`src/rtl/fft_pkg.sv`:
```
// Shared types and fixed-point helpers for the streaming FFT stages.
// Component math uses a 32-bit signed container; callers pass their real component width.
package fft_pkg;

    localparam logic MODE_FFT  = 1'b0;
    localparam logic MODE_IFFT = 1'b1;

    localparam int CW = 32;

    typedef logic signed [CW-1:0] comp_t;
    typedef logic [2*CW-1:0]      cword_t;

    typedef struct packed {
        comp_t re;
        comp_t im;
    } cplx_t;

    typedef struct packed {
        comp_t val;
        logic  ovf;
    } sat_t;

    typedef enum logic [2:0] {
        OP_NONE,
        OP_LOAD,
        OP_LOAD_DRAIN,
        OP_CALC,
        OP_DRAIN
    } bf_op_e;

    function automatic comp_t sext(input comp_t x, input int w);
        comp_t r;
        r = x <<< (CW - w);
        return r >>> (CW - w);
    endfunction

    // Word layout is {re, im}, each w bits wide.
    function automatic cplx_t cplx_unpack(input cword_t word, input int w);
        cplx_t c;
        c.re = sext(comp_t'(word >> w), w);
        c.im = sext(comp_t'(word), w);
        return c;
    endfunction

    function automatic cword_t cplx_pack(input cplx_t c, input int w);
        cword_t mask;
        mask = (cword_t'(1) << w) - cword_t'(1);
        return ((cword_t'(c.re) & mask) << w) | (cword_t'(c.im) & mask);
    endfunction

    function automatic sat_t sat_w(input comp_t x, input int w);
        sat_t  r;
        comp_t hi;
        comp_t lo;
        hi    = (comp_t'(1) <<< (w - 1)) - comp_t'(1);
        lo    = -hi - comp_t'(1);
        r.ovf = 1'b1;
        if (x > hi) begin
            r.val = hi;
        end else if (x < lo) begin
            r.val = lo;
        end else begin
            r.val = x;
            r.ovf = 1'b0;
        end
        return r;
    endfunction

    function automatic comp_t rnd_half(input comp_t x);
        return (x + comp_t'(1)) >>> 1;
    endfunction

    function automatic sat_t neg_sat(input comp_t x, input int w);
        return sat_w(-x, w);
    endfunction

    function automatic sat_t scale_sat(input comp_t x, input logic scale, input int w);
        return sat_w(scale ? rnd_half(x) : x, w);
    endfunction

endpackage

```
`src/rtl/bf_sdf_fifo.sv`:
```
// Circular delay buffer for the SDF feedback path; push and pop may coincide.
// Storage has no reset: only pointers and count are cleared.
module bf_sdf_fifo #(
    parameter int DEPTH = 4,
    parameter int WIDTH = 37
) (
    input  logic                       i_clk,
    input  logic                       i_rst,
    input  logic                       i_clr,
    input  logic                       i_push,
    input  logic                       i_pop,
    input  logic [WIDTH-1:0]           i_wdata,
    output logic [WIDTH-1:0]           o_rdata,
    output logic [$clog2(DEPTH+1)-1:0] o_count
);

    localparam int AW    = (DEPTH > 1) ? $clog2(DEPTH) : 1;
    localparam int CNT_W = $clog2(DEPTH + 1);
    localparam logic [AW-1:0]    PTR_LAST = AW'(DEPTH - 1);
    localparam logic [CNT_W-1:0] CNT_FULL = CNT_W'(DEPTH);

    logic [WIDTH-1:0] r_mem [DEPTH];
    logic [AW-1:0]    r_wr_ptr;
    logic [AW-1:0]    r_rd_ptr;
    logic [CNT_W-1:0] r_count;
    logic             w_do_push;
    logic             w_do_pop;

    assign w_do_pop  = i_pop && (r_count != '0);
    assign w_do_push = i_push && ((r_count != CNT_FULL) || w_do_pop);
    assign o_rdata   = r_mem[r_rd_ptr];
    assign o_count   = r_count;

    function automatic logic [AW-1:0] ptr_inc(input logic [AW-1:0] p);
        return (p == PTR_LAST) ? '0 : p + 1'b1;
    endfunction

    always_ff @(posedge i_clk or posedge i_rst) begin
        if (i_rst) begin
            r_wr_ptr <= '0;
            r_rd_ptr <= '0;
            r_count  <= '0;
        end else if (i_clr) begin
            r_wr_ptr <= '0;
            r_rd_ptr <= '0;
            r_count  <= '0;
        end else begin
            if (w_do_push) r_wr_ptr <= ptr_inc(r_wr_ptr);
            if (w_do_pop)  r_rd_ptr <= ptr_inc(r_rd_ptr);
            case ({w_do_push, w_do_pop})
                2'b10:   r_count <= r_count + 1'b1;
                2'b01:   r_count <= r_count - 1'b1;
                default: r_count <= r_count;
            endcase
        end
    end

    always_ff @(posedge i_clk) begin
        if (w_do_push) r_mem[r_wr_ptr] <= i_wdata;
    end

endmodule

```
`src/rtl/bf_sdf_stage.sv`:
```
// Radix-2 DIF single-path delay-feedback butterfly stage with per-frame scaling,
// saturation, optional trivial -j/+j rotation of the late differences, and sync clear.
module bf_sdf_stage
    import fft_pkg::*;
#(
    parameter int FFT_STG     = 7,
    parameter int DATA_WIDTH  = 18,
    parameter int TOTAL_STAGE = 11,
    parameter int TRIV_ROT    = 0
) (
    input  logic                    iclk,
    input  logic                    rst,
    input  logic                    iclr,
    input  logic                    imode,
    input  logic                    iscale,
    input  logic                    ien,
    input  logic [TOTAL_STAGE-1:0]  iaddr,
    input  logic [2*DATA_WIDTH-1:0] idata,
    output logic                    oen,
    output logic [TOTAL_STAGE-1:0]  oaddr,
    output logic [2*DATA_WIDTH-1:0] odata,
    output logic                    oovf
);

    localparam int D     = 2 ** (FFT_STG - 1);
    localparam int DW    = DATA_WIDTH;
    localparam int FW    = 2 * DW + 1;
    localparam int CNT_W = $clog2(D + 1);
    localparam int JW    = (FFT_STG > 1) ? FFT_STG - 1 : 1;
    localparam logic [CNT_W-1:0] PEND_MAX = CNT_W'(D);
    localparam logic [JW-1:0]    J_LAST   = JW'(D - 1);
    localparam logic [JW-1:0]    J_HALF   = JW'(D / 2);

    logic [CNT_W-1:0]       r_pend;
    logic [JW-1:0]          r_j;
    logic                   r_scale;
    logic                   r_oen;
    logic                   r_oovf;
    logic [TOTAL_STAGE-1:0] r_oaddr;
    logic [2*DW-1:0]        r_odata;

    bf_op_e           w_op;
    logic             w_calc_phase;
    logic             w_k_zero;
    logic             w_push;
    logic             w_pop;
    logic             w_diff_pop;
    logic [FW-1:0]    w_head;
    logic [FW-1:0]    w_push_data;
    logic [CNT_W-1:0] w_fifo_cnt;
    cplx_t            w_a;
    cplx_t            w_b;
    cplx_t            w_sum;
    cplx_t            w_diff;
    cplx_t            w_rot;
    sat_t             w_s_re;
    sat_t             w_s_im;
    sat_t             w_d_re;
    sat_t             w_d_im;
    sat_t             w_neg;
    logic             w_sum_ovf;
    logic             w_diff_ovf;
    logic             w_rot_en;
    logic             w_rot_ovf;
    logic             w_unused_addr;

    assign w_calc_phase  = iaddr[FFT_STG-1];
    assign w_k_zero      = (iaddr[FFT_STG-1:0] == '0);
    assign w_unused_addr = ^iaddr;

    // Sync clear wins over any accept in the same cycle.
    always_comb begin
        w_op = OP_NONE;
        if (!iclr) begin
            if (ien && !w_calc_phase) begin
                w_op = (r_pend != '0) ? OP_LOAD_DRAIN : OP_LOAD;
            end else if (ien && w_calc_phase) begin
                w_op = (w_fifo_cnt != '0) ? OP_CALC : OP_NONE;
            end else if (!ien && (r_pend != '0)) begin
                w_op = OP_DRAIN;
            end
        end
    end

    assign w_push     = (w_op == OP_LOAD) || (w_op == OP_LOAD_DRAIN) || (w_op == OP_CALC);
    assign w_diff_pop = (w_op == OP_LOAD_DRAIN) || (w_op == OP_DRAIN);
    assign w_pop      = w_diff_pop || (w_op == OP_CALC);

    // Head holds a loaded sample during calc and a stored difference otherwise.
    always_comb begin
        w_a        = cplx_unpack(cword_t'(w_head[2*DW-1:0]), DW);
        w_b        = cplx_unpack(cword_t'(idata), DW);
        w_s_re     = scale_sat(w_a.re + w_b.re, r_scale, DW);
        w_s_im     = scale_sat(w_a.im + w_b.im, r_scale, DW);
        w_d_re     = scale_sat(w_a.re - w_b.re, r_scale, DW);
        w_d_im     = scale_sat(w_a.im - w_b.im, r_scale, DW);
        w_sum.re   = w_s_re.val;
        w_sum.im   = w_s_im.val;
        w_diff.re  = w_d_re.val;
        w_diff.im  = w_d_im.val;
        w_sum_ovf  = w_s_re.ovf | w_s_im.ovf;
        w_diff_ovf = w_d_re.ovf | w_d_im.ovf;
        if (w_op == OP_CALC) begin
            w_push_data = {w_diff_ovf, (2*DW)'(cplx_pack(w_diff, DW))};
        end else begin
            w_push_data = {1'b0, idata};
        end
    end

    always_comb begin
        w_rot_en  = (TRIV_ROT != 0) && (r_j >= J_HALF);
        w_rot     = w_a;
        w_neg     = '0;
        w_rot_ovf = 1'b0;
        if (w_rot_en) begin
            if (imode == MODE_FFT) begin
                w_neg    = neg_sat(w_a.re, DW);
                w_rot.re = w_a.im;
                w_rot.im = w_neg.val;
            end else begin
                w_neg    = neg_sat(w_a.im, DW);
                w_rot.re = w_neg.val;
                w_rot.im = w_a.re;
            end
            w_rot_ovf = w_neg.ovf;
        end
    end

    bf_sdf_fifo #(
        .DEPTH (D),
        .WIDTH (FW)
    ) u_fifo (
        .i_clk   (iclk),
        .i_rst   (rst),
        .i_clr   (iclr),
        .i_push  (w_push),
        .i_pop   (w_pop),
        .i_wdata (w_push_data),
        .o_rdata (w_head),
        .o_count (w_fifo_cnt)
    );

    // r_j is the drain index of the next difference; drains always come in blocks of D.
    always_ff @(posedge iclk or posedge rst) begin
        if (rst) begin
            r_pend  <= '0;
            r_j     <= '0;
            r_scale <= 1'b0;
        end else if (iclr) begin
            r_pend  <= '0;
            r_j     <= '0;
            r_scale <= 1'b0;
        end else begin
            if (ien && w_k_zero) r_scale <= iscale;
            if ((w_op == OP_CALC) && (r_pend != PEND_MAX)) begin
                r_pend <= r_pend + 1'b1;
            end else if (w_diff_pop) begin
                r_pend <= r_pend - 1'b1;
            end
            if (w_diff_pop) r_j <= (r_j == J_LAST) ? '0 : r_j + 1'b1;
        end
    end

    always_ff @(posedge iclk or posedge rst) begin
        if (rst) begin
            r_oen   <= 1'b0;
            r_oaddr <= '1;
            r_odata <= '0;
            r_oovf  <= 1'b0;
        end else if (iclr) begin
            r_oen   <= 1'b0;
            r_oaddr <= '1;
            r_odata <= '0;
            r_oovf  <= 1'b0;
        end else begin
            r_oen   <= w_pop;
            r_oaddr <= w_pop ? r_oaddr + 1'b1 : '1;
            if (w_op == OP_CALC) begin
                r_odata <= (2*DW)'(cplx_pack(w_sum, DW));
                r_oovf  <= w_sum_ovf;
            end else if (w_diff_pop) begin
                r_odata <= (2*DW)'(cplx_pack(w_rot, DW));
                r_oovf  <= w_head[FW-1] | w_rot_ovf;
            end else begin
                r_odata <= '0;
                r_oovf  <= 1'b0;
            end
        end
    end

    assign oen   = r_oen;
    assign oaddr = r_oaddr;
    assign odata = r_odata;
    assign oovf  = r_oovf;

endmodule

```
`config.mk`:
```
export PLATFORM = sky130hd
export DESIGN_NAME = bf_sdf_stage
export DESIGN_NICKNAME = d
export VERILOG_FILES = /design/src/rtl/fft_pkg.sv /design/src/rtl/bf_sdf_fifo.sv /design/src/rtl/bf_sdf_stage.sv
export SDC_FILE = /design/constraint.sdc
export NUM_CORES = 2
export LEC_CHECK = 0
export CAP_MARGIN = 20
export CORE_MARGIN = 2
export CORE_UTILIZATION = 31
export CTS_CLUSTER_SIZE = 10
export DETAILED_ROUTE_END_ITERATION = 8
export MAX_ROUTING_LAYER = met4
export PLACE_DENSITY = 0.55
export SYNTH_ARGS = -nofsm -noshare
export SYNTH_HDL_FRONTEND = slang
export SYNTH_SLANG_ARGS = --single-unit
```
`constraint.sdc`:
```
create_clock -name iclk -period 9.89 [get_ports iclk]
set_clock_uncertainty 0.15 [all_clocks]
set_input_delay 1.4835 -clock iclk [delete_from_list [all_inputs] [get_ports iclk]]
set_output_delay 1.4835 -clock iclk [all_outputs]
set_load 0.02 [all_outputs]
```
# Word level (Yosys, flattened, before mapping)
# Memories as Yosys holds them, arrays and structs flattened.
# Cells that the tools add are included.
[word_totals]
register_bits = 76
mem_bits_rw = 2368
input_bits = 53
word_cells = 121
n_memories = 1
[classes]
add_sub_neg = 15
magnitude_cmp = 8
n_eq_ne = 10
n_mux = 51
n_bitwise = 5
reduce_logical = 22
[mem_list]
columns = ["memory", "depth", "word_bits", "rd", "rd_clocked_by_memory_dff", "write_ports", "line_no", "rtl"]
rows = [
  ["u_fifo.r_mem", 64, 37, 1, 0, 1, "bf_sdf_fifo.sv:22", "logic [WIDTH-1:0] r_mem [DEPTH];"],
]
[op_table]
columns = ["op", "count"]
rows = [
  ["$mux 18", 8],
  ["$gt 32x18->1 const B", 4],
  ["$lt 32x18->1 const B", 4],
  ["$mux 32", 4],
  ["$mux 36", 3],
  ["$or 36x18->36", 3],
  ["$add 19x2->20 const B", 4],
  ["$add 18x18->19", 2],
  ["$sub 18x18->19", 2],
  ["$mux 37", 1],
  ["$mux 6", 6],
  ["$mux 7", 4],
  ["$mux 11", 2],
  ["$mux 1", 16],
  ["$add 7x1->7 const B", 2],
  ["$ne 7x7->1 const B", 2],
  ["$pmux 7 s2", 1],
  ["$reduce_bool 7->1", 2],
  ["$sub 7x1->7 const B", 2],
  ["$add 6x1->6 const B", 2],
  ["$eq 6x6->1 const B", 2],
  ["$mux 3", 4],
  ["$add 11x1->11 const B", 1],
  ["$logic_and 1x1->1", 7],
  ["other kinds (12)", 23],
]

# Longest topological paths before layout
[depth]
ltp_word = 15
mapped_depth = 27
depth_no_buf = 22

# By module
# A second synthesis with hierarchy kept.
[hier_totals]
hier_cells = 5711
area_unflattened_um2 = 102324.4
[by_module_without_submodules]
columns = ["module", "n_inst", "cells_per_inst", "area_per_inst_um2", "seq_area_each_um2"]
rows = [
  ["bf_sdf_fifo", 1, 4354, 92409.9, 71583.7],
  ["bf_sdf_stage", 1, 1357, 9914.5, 1440.1],
]

# Least setup slack after synthesis
# Ideal clock, no wire load.
[synth_path]
path_type = "flip-flop to flip-flop"
from = "register u_fifo.r_rd_ptr[0]"
to = "memory u_fifo.r_mem[0][20] (data pin)"
t_arrival_ns = 8.630
t_required_ns = 9.038
slack_ns = 0.409
stages_incl_launch_ff = 23
period_less_slack_ns = 9.481
path_cell_list = "dfrtp_1 buf_2 buf_2 buf_1 mux4_2 mux4_2 mux4_2 ha_1 buf_6 a211o_1 a211o_1 o31a_1 a2111o_1 o211ai_1 nand2_1 nor4_2 nand3_1 and2_1 ha_1 inv_1 clkbuf_1 a21oi_1 o21ai_0"
[synth_between]
elab_chain_cells = 9
elab_cells_between_ends = 10
[synth_lines]
columns = ["element", "line_no", "rtl"]
rows = [
  ["from (decl)", "bf_sdf_fifo.sv:24", "logic [AW-1:0] r_rd_ptr;"],
  ["from (signal assigned)", "bf_sdf_fifo.sv:49", "if (w_do_pop) r_rd_ptr <= ptr_inc(r_rd_ptr);"],
  ["$mem_v2 64x37 (*)", "--", ""],
  ["$sub 18x18->19 (*)", "bf_sdf_stage.sv:95", "w_d_re = scale_sat(w_a.re - w_b.re, r_scale, DW);"],
  ["$add 19x2->20", "fft_pkg.sv:70", "return (x + comp_t'(1)) >>> 1;"],
  ["$mux 32 (*)", "fft_pkg.sv:78", "return sat_w(scale ? rnd_half(x) : x, w);"],
  ["$lt 32x18->1", "fft_pkg.sv:60", "end else if (x < lo) begin"],
  ["$mux 18", "fft_pkg.sv:60", ""],
  ["$mux 18 (*)", "fft_pkg.sv:58", "if (x > hi) begin"],
  ["$or 36x18->36 (*)", "fft_pkg.sv:48", "return ((cword_t'(c.re) & mask) << w) | (cword_t'(c.im) & mask);"],
  ["$mux 37 (*)", "bf_sdf_stage.sv:103", "if (w_op == OP_CALC) begin"],
  ["via u_fifo.i_wdata[20]", "bf_sdf_fifo.sv:12", "input logic [WIDTH-1:0] i_wdata,"],
  ["to (decl)", "bf_sdf_fifo.sv:22", ""],
]
# Mark *: on every way through the listed nets, which the timed path passes. The rest lies on a longest branch.

# Worst setup path after layout
[layout_path]
from = "register u_fifo.r_rd_ptr[0]"
to = "memory u_fifo.r_mem[44][34] (data pin)"
# The elaborated chain is that of the path after synthesis.

==> impl_metrics.py <==
metrics = {
    "setup_path": {
        "worstReg2RegStart": "u_fifo.r_rd_ptr[0]",
        "critical_path_class": "reg -> reg",
        "worst_ep_arrival_time_ns": 9.43,
        "worst_path_max_delay_cell": "dfrtp_4",
        "crit_start": "u_fifo.r_rd_ptr[0]",
        "worstPathRequired_ns": 10.27,
        "path_max_fanout": 64,
        "slowest_delay_ns": 0.83,
        "critPathCaptureType": "flop",
        "path_cells": "buf_12 > buf_4 > mux4_2 > mux4_2 > mux2_2 > nand2_1 > o21ai_0 > ha_1 > a21oi_1 > nor2b_1 > a221o_1 > a211oi_1 > and4b_1 > nand2_1 > nor4_2 > nand3_1 > and2_1 > ha_1 > inv_1 > a31oi_1 > a21boi_0 > a221oi_4 > buf_4",
        "crit_path_start_kind": "flop",
    },
    "clocking": {
        "postCtsSetupRepairBufs": 0,
        "numCtsBuffers": 291,
        "ctsHoldBuffers": 0,
        "clock_tree.buffer_depth": 4,
        "cts_repair_resize_count": 0,
        "cts.htree.levels": 5,
        "clk_pin_slew_ns": 0.05,
        "cts_sinks": 2444,
        "root_buffer": "clkbuf_16",
        "clk-insertion-delay-late_ns": 0.85,
        "tritoncts": "built",
    },
    "global_route": {
        "grt_max_degree": 86,
        "busiest_layer": "met2",
        "antenna_found_initial": 9,
        "met2_usage": 0.2727,
        "grt_pass1_wl_um": 384800,
        "use_met3": 0.02257,
        "grt_pass1_vias": 52634,
        "use_met1": 0.2160,
        "grtUsageTotal": 0.1646,
        "grt_overflow": 0,
    },
    "outcome": {
        "status": "finished clean",
    },
    "logic_synthesis": {
        "ys_ff_latch": 2444,
        "synth_flop_cell": "edfxtp_1",
        "syn_inst": 4970,
        "synth_warnings": 0,
        "ys_top_cells_by_area": "edfxtp_1 (70%), mux4_2 (17%), dfrtp_1 (1.6%)",
        "synth.distinct_cells": 103,
        "synth_area_um2": 100900,
        "synthesis.area_per_instance_um2": 20.30,
        "async_flop_share": 0.03110,
        "synth-edff-count": 2368,
        "syn_nets": 5131,
        "synth_top_cell_area_share": 0.7049,
        "yosysSeqAreaShare": 0.7239,
        "synth_largest_area_cell": "edfxtp_1",
    },
    "cells_and_area": {
        "nets": 5474,
        "drive_gt1_frac": 0.2753,
        "final_util": 0.3613,
        "area_delta_synth_final_pct": 16.03,
    },
    "die": {
        "rows": 209,
        "dieArea_um2": 330000,
        "core-area_um2": 324000,
        "io_pins": 102,
        "fp.dieW_um": 574.4,
        "dieHeight_um": 574.4,
        "initial_core_util": 0.3113,
    },
    "placement": {
        "dp_hpwl_um": 158200,
        "place_congestion": 0.8055,
        "io_buffers": 96,
    },
    "hold_path": {
        "worstHoldStart": "oaddr[0]",
        "hp-class": "reg -> reg",
    },
    "routing": {
        "drt_first_pass_iters": 5,
        "vias": 51582,
        "vias_per_cell": 5.314,
        "ant_nets": 0,
        "drt_iter0_drc": 5035,
        "wirelength_um": 267900,
        "routedWlPerCell_um": 27.60,
        "drc": 0,
    },
    "timing": {
        "finalHoldViolCount": 0,
        "rsz0062_at_grt": "no",
        "relSlewSlack": 0.2136,
        "tightest_slew_ns": 1.177,
        "slew_viol_final": 0,
        "setup_viol": 0,
        "finalCritPeriodShare": 0.9151,
        "period_needed_ns": 9.050,
        "fmax_mhz": 110.5,
        "setup_tns_ns": 0,
    },
    "power": {
        "powerDensity_nw_per_um2": 254.4,
        "p_leak_uw": 0.03548,
        "ir_worst_vdd_v": 0.0001415,
    },
    "job": {
        "drv_cap": 0,
    },
}
==> worst paths after layout <==
kind / endpoint / slack, ns / cells past startpoint
worst max-delay path: u_fifo.r_mem[44][34] / 0.84 / 23
worst min-delay path: oaddr[0] / 0.32 / 1
worst max register to register: u_fifo.r_mem[44][34] / 0.84 / 23
worst min register to register: oaddr[0] / 0.32 / 1
max in group asynchronous: oaddr[2] / 7.98 / 4
min in group asynchronous: r_pend[4] / 0.93 / 3
==> cell usage in the layout (no fill, tap or decap), types with 18 or more instances in the layout <==
master,synthesis,layout
or3_1,22,21
dfrtp_1,65,58
inv_1,95,92
a21oi_1,126,119
mux2i_1,19,19
clkbuf_16,0,295
nand2b_1,23,23
clkdlybuf4s50_1,0,96
xnor2_1,50,50
nor4_1,24,24
edfxtp_1,2368,2368
nor2b_1,23,23
mux4_2,762,762
nand3_1,50,50
o211ai_1,36,36
a211oi_1,20,20
buf_12,0,37
ha_1,102,102
o21ai_0,113,98
o31ai_1,20,18
nor2_1,192,129
buf_4,1,175
nand2_1,160,158
a31oi_1,24,21
clkbuf_1,146,37
nor2_4,0,63
nor3_1,55,54
==> cell type report <==
class,count,area (um2)
fill,29518,206900
sequential,2444,73050
multi-input combinational,2168,27330
clock buffer,334,7548
tap,4325,5411
timing repair buffer,309,3043
inverter,99,372.9
clock inverter,22,285.3
antenna,5,12.51
==> metrics by stage <==
stage	cells	setup WS [ns]	cell area, um2	power, uW	hold WS, ns
after floorplan	4970	0.4089	100900	18180	0.3279
after global placement	9333	1.164	109000	20550	0.3011
after detailed placement	9341	0.8975	109100	20700	0.3065
after CTS	9697	0.8359	117000	30030	0.3208
after global routing	9704	0.4752	117000	31070	0.3274
final	9706	0.8399	117100	29770	0.3161
==> metal layers <==
metal / vias to the layer above / wire length [um]
li1: 21438 / -
met1: 28078 / 113000
met2: 1746 / 134500
met3: 320 / 15590
met4: 0 / 4837
met5: - / 0
==> logic make-up (layout without fill, tap and decap cells) <==
logic type / Yosys count / count (layout) / synth area share
flops: 2444 / 2444 / 0.7239
mux: 798 / 798 / 0.1739
simple gates: 667 / 667 / 0.03271
compound gates: 526 / 526 / 0.03547
buf+inv: 358 / 764 / 0.01400
fa+ha+maj: 108 / 108 / 0.01384
xor+xnor: 69 / 69 / 0.006140
other cells: 0 / 5 / 0
==> flip-flops by register name, indices dropped and copies added, names as in the netlist <==
register         flops
u_fifo.r_mem      2368
r_pend               7
u_fifo.r_rd_ptr      6
oaddr               11
u_fifo.r_wr_ptr      6
r_scale              1
oen                  1
odata               36
oovf                 1
u_fifo.o_count       7
==> report_power, final <==
group	switching, uW	leakage, uW	internal [uW]
logic	4780	0.00939	3490
registers	111	0.0223	12100
clock network	3880	0.00384	5420
total	8770	0.0355	21000
==> synthesized netlist by cell type, types with 14 or more instances <==
library cell and count:
nor4_1 24, a31oi_1 24, nor3_1 55, or2_2 15, a22oi_1 14, edfxtp_1 2368, mux4_2 762, nand2b_1 23
nor2_1 192, clkbuf_1 146, a21o_1 15, or3_1 22, xnor2_1 50, mux2i_1 19, mux2_2 16, nand3_1 50
nand2_1 160, nor2b_1 23, ha_1 102, inv_1 95, o211ai_1 36, buf_1 75, buf_2 34, a21oi_1 126
and2_1 15, and3_1 17, nand4_1 15, xor2_1 17, a211oi_1 20, dfrtp_1 65, o21ai_0 113, o31ai_1 20
==> worst max-delay path, delay by kind of cell, from the launching register on <==
family          cells  cell delay [ns]
simple gates        7             1.44
compound gates      7             2.26
fa+ha+maj           2             1.03
buf+inv             4             1.45
mux                 3             1.47
flops               1             0.83
No activity file was read; power rests on OpenSTA's default activity.
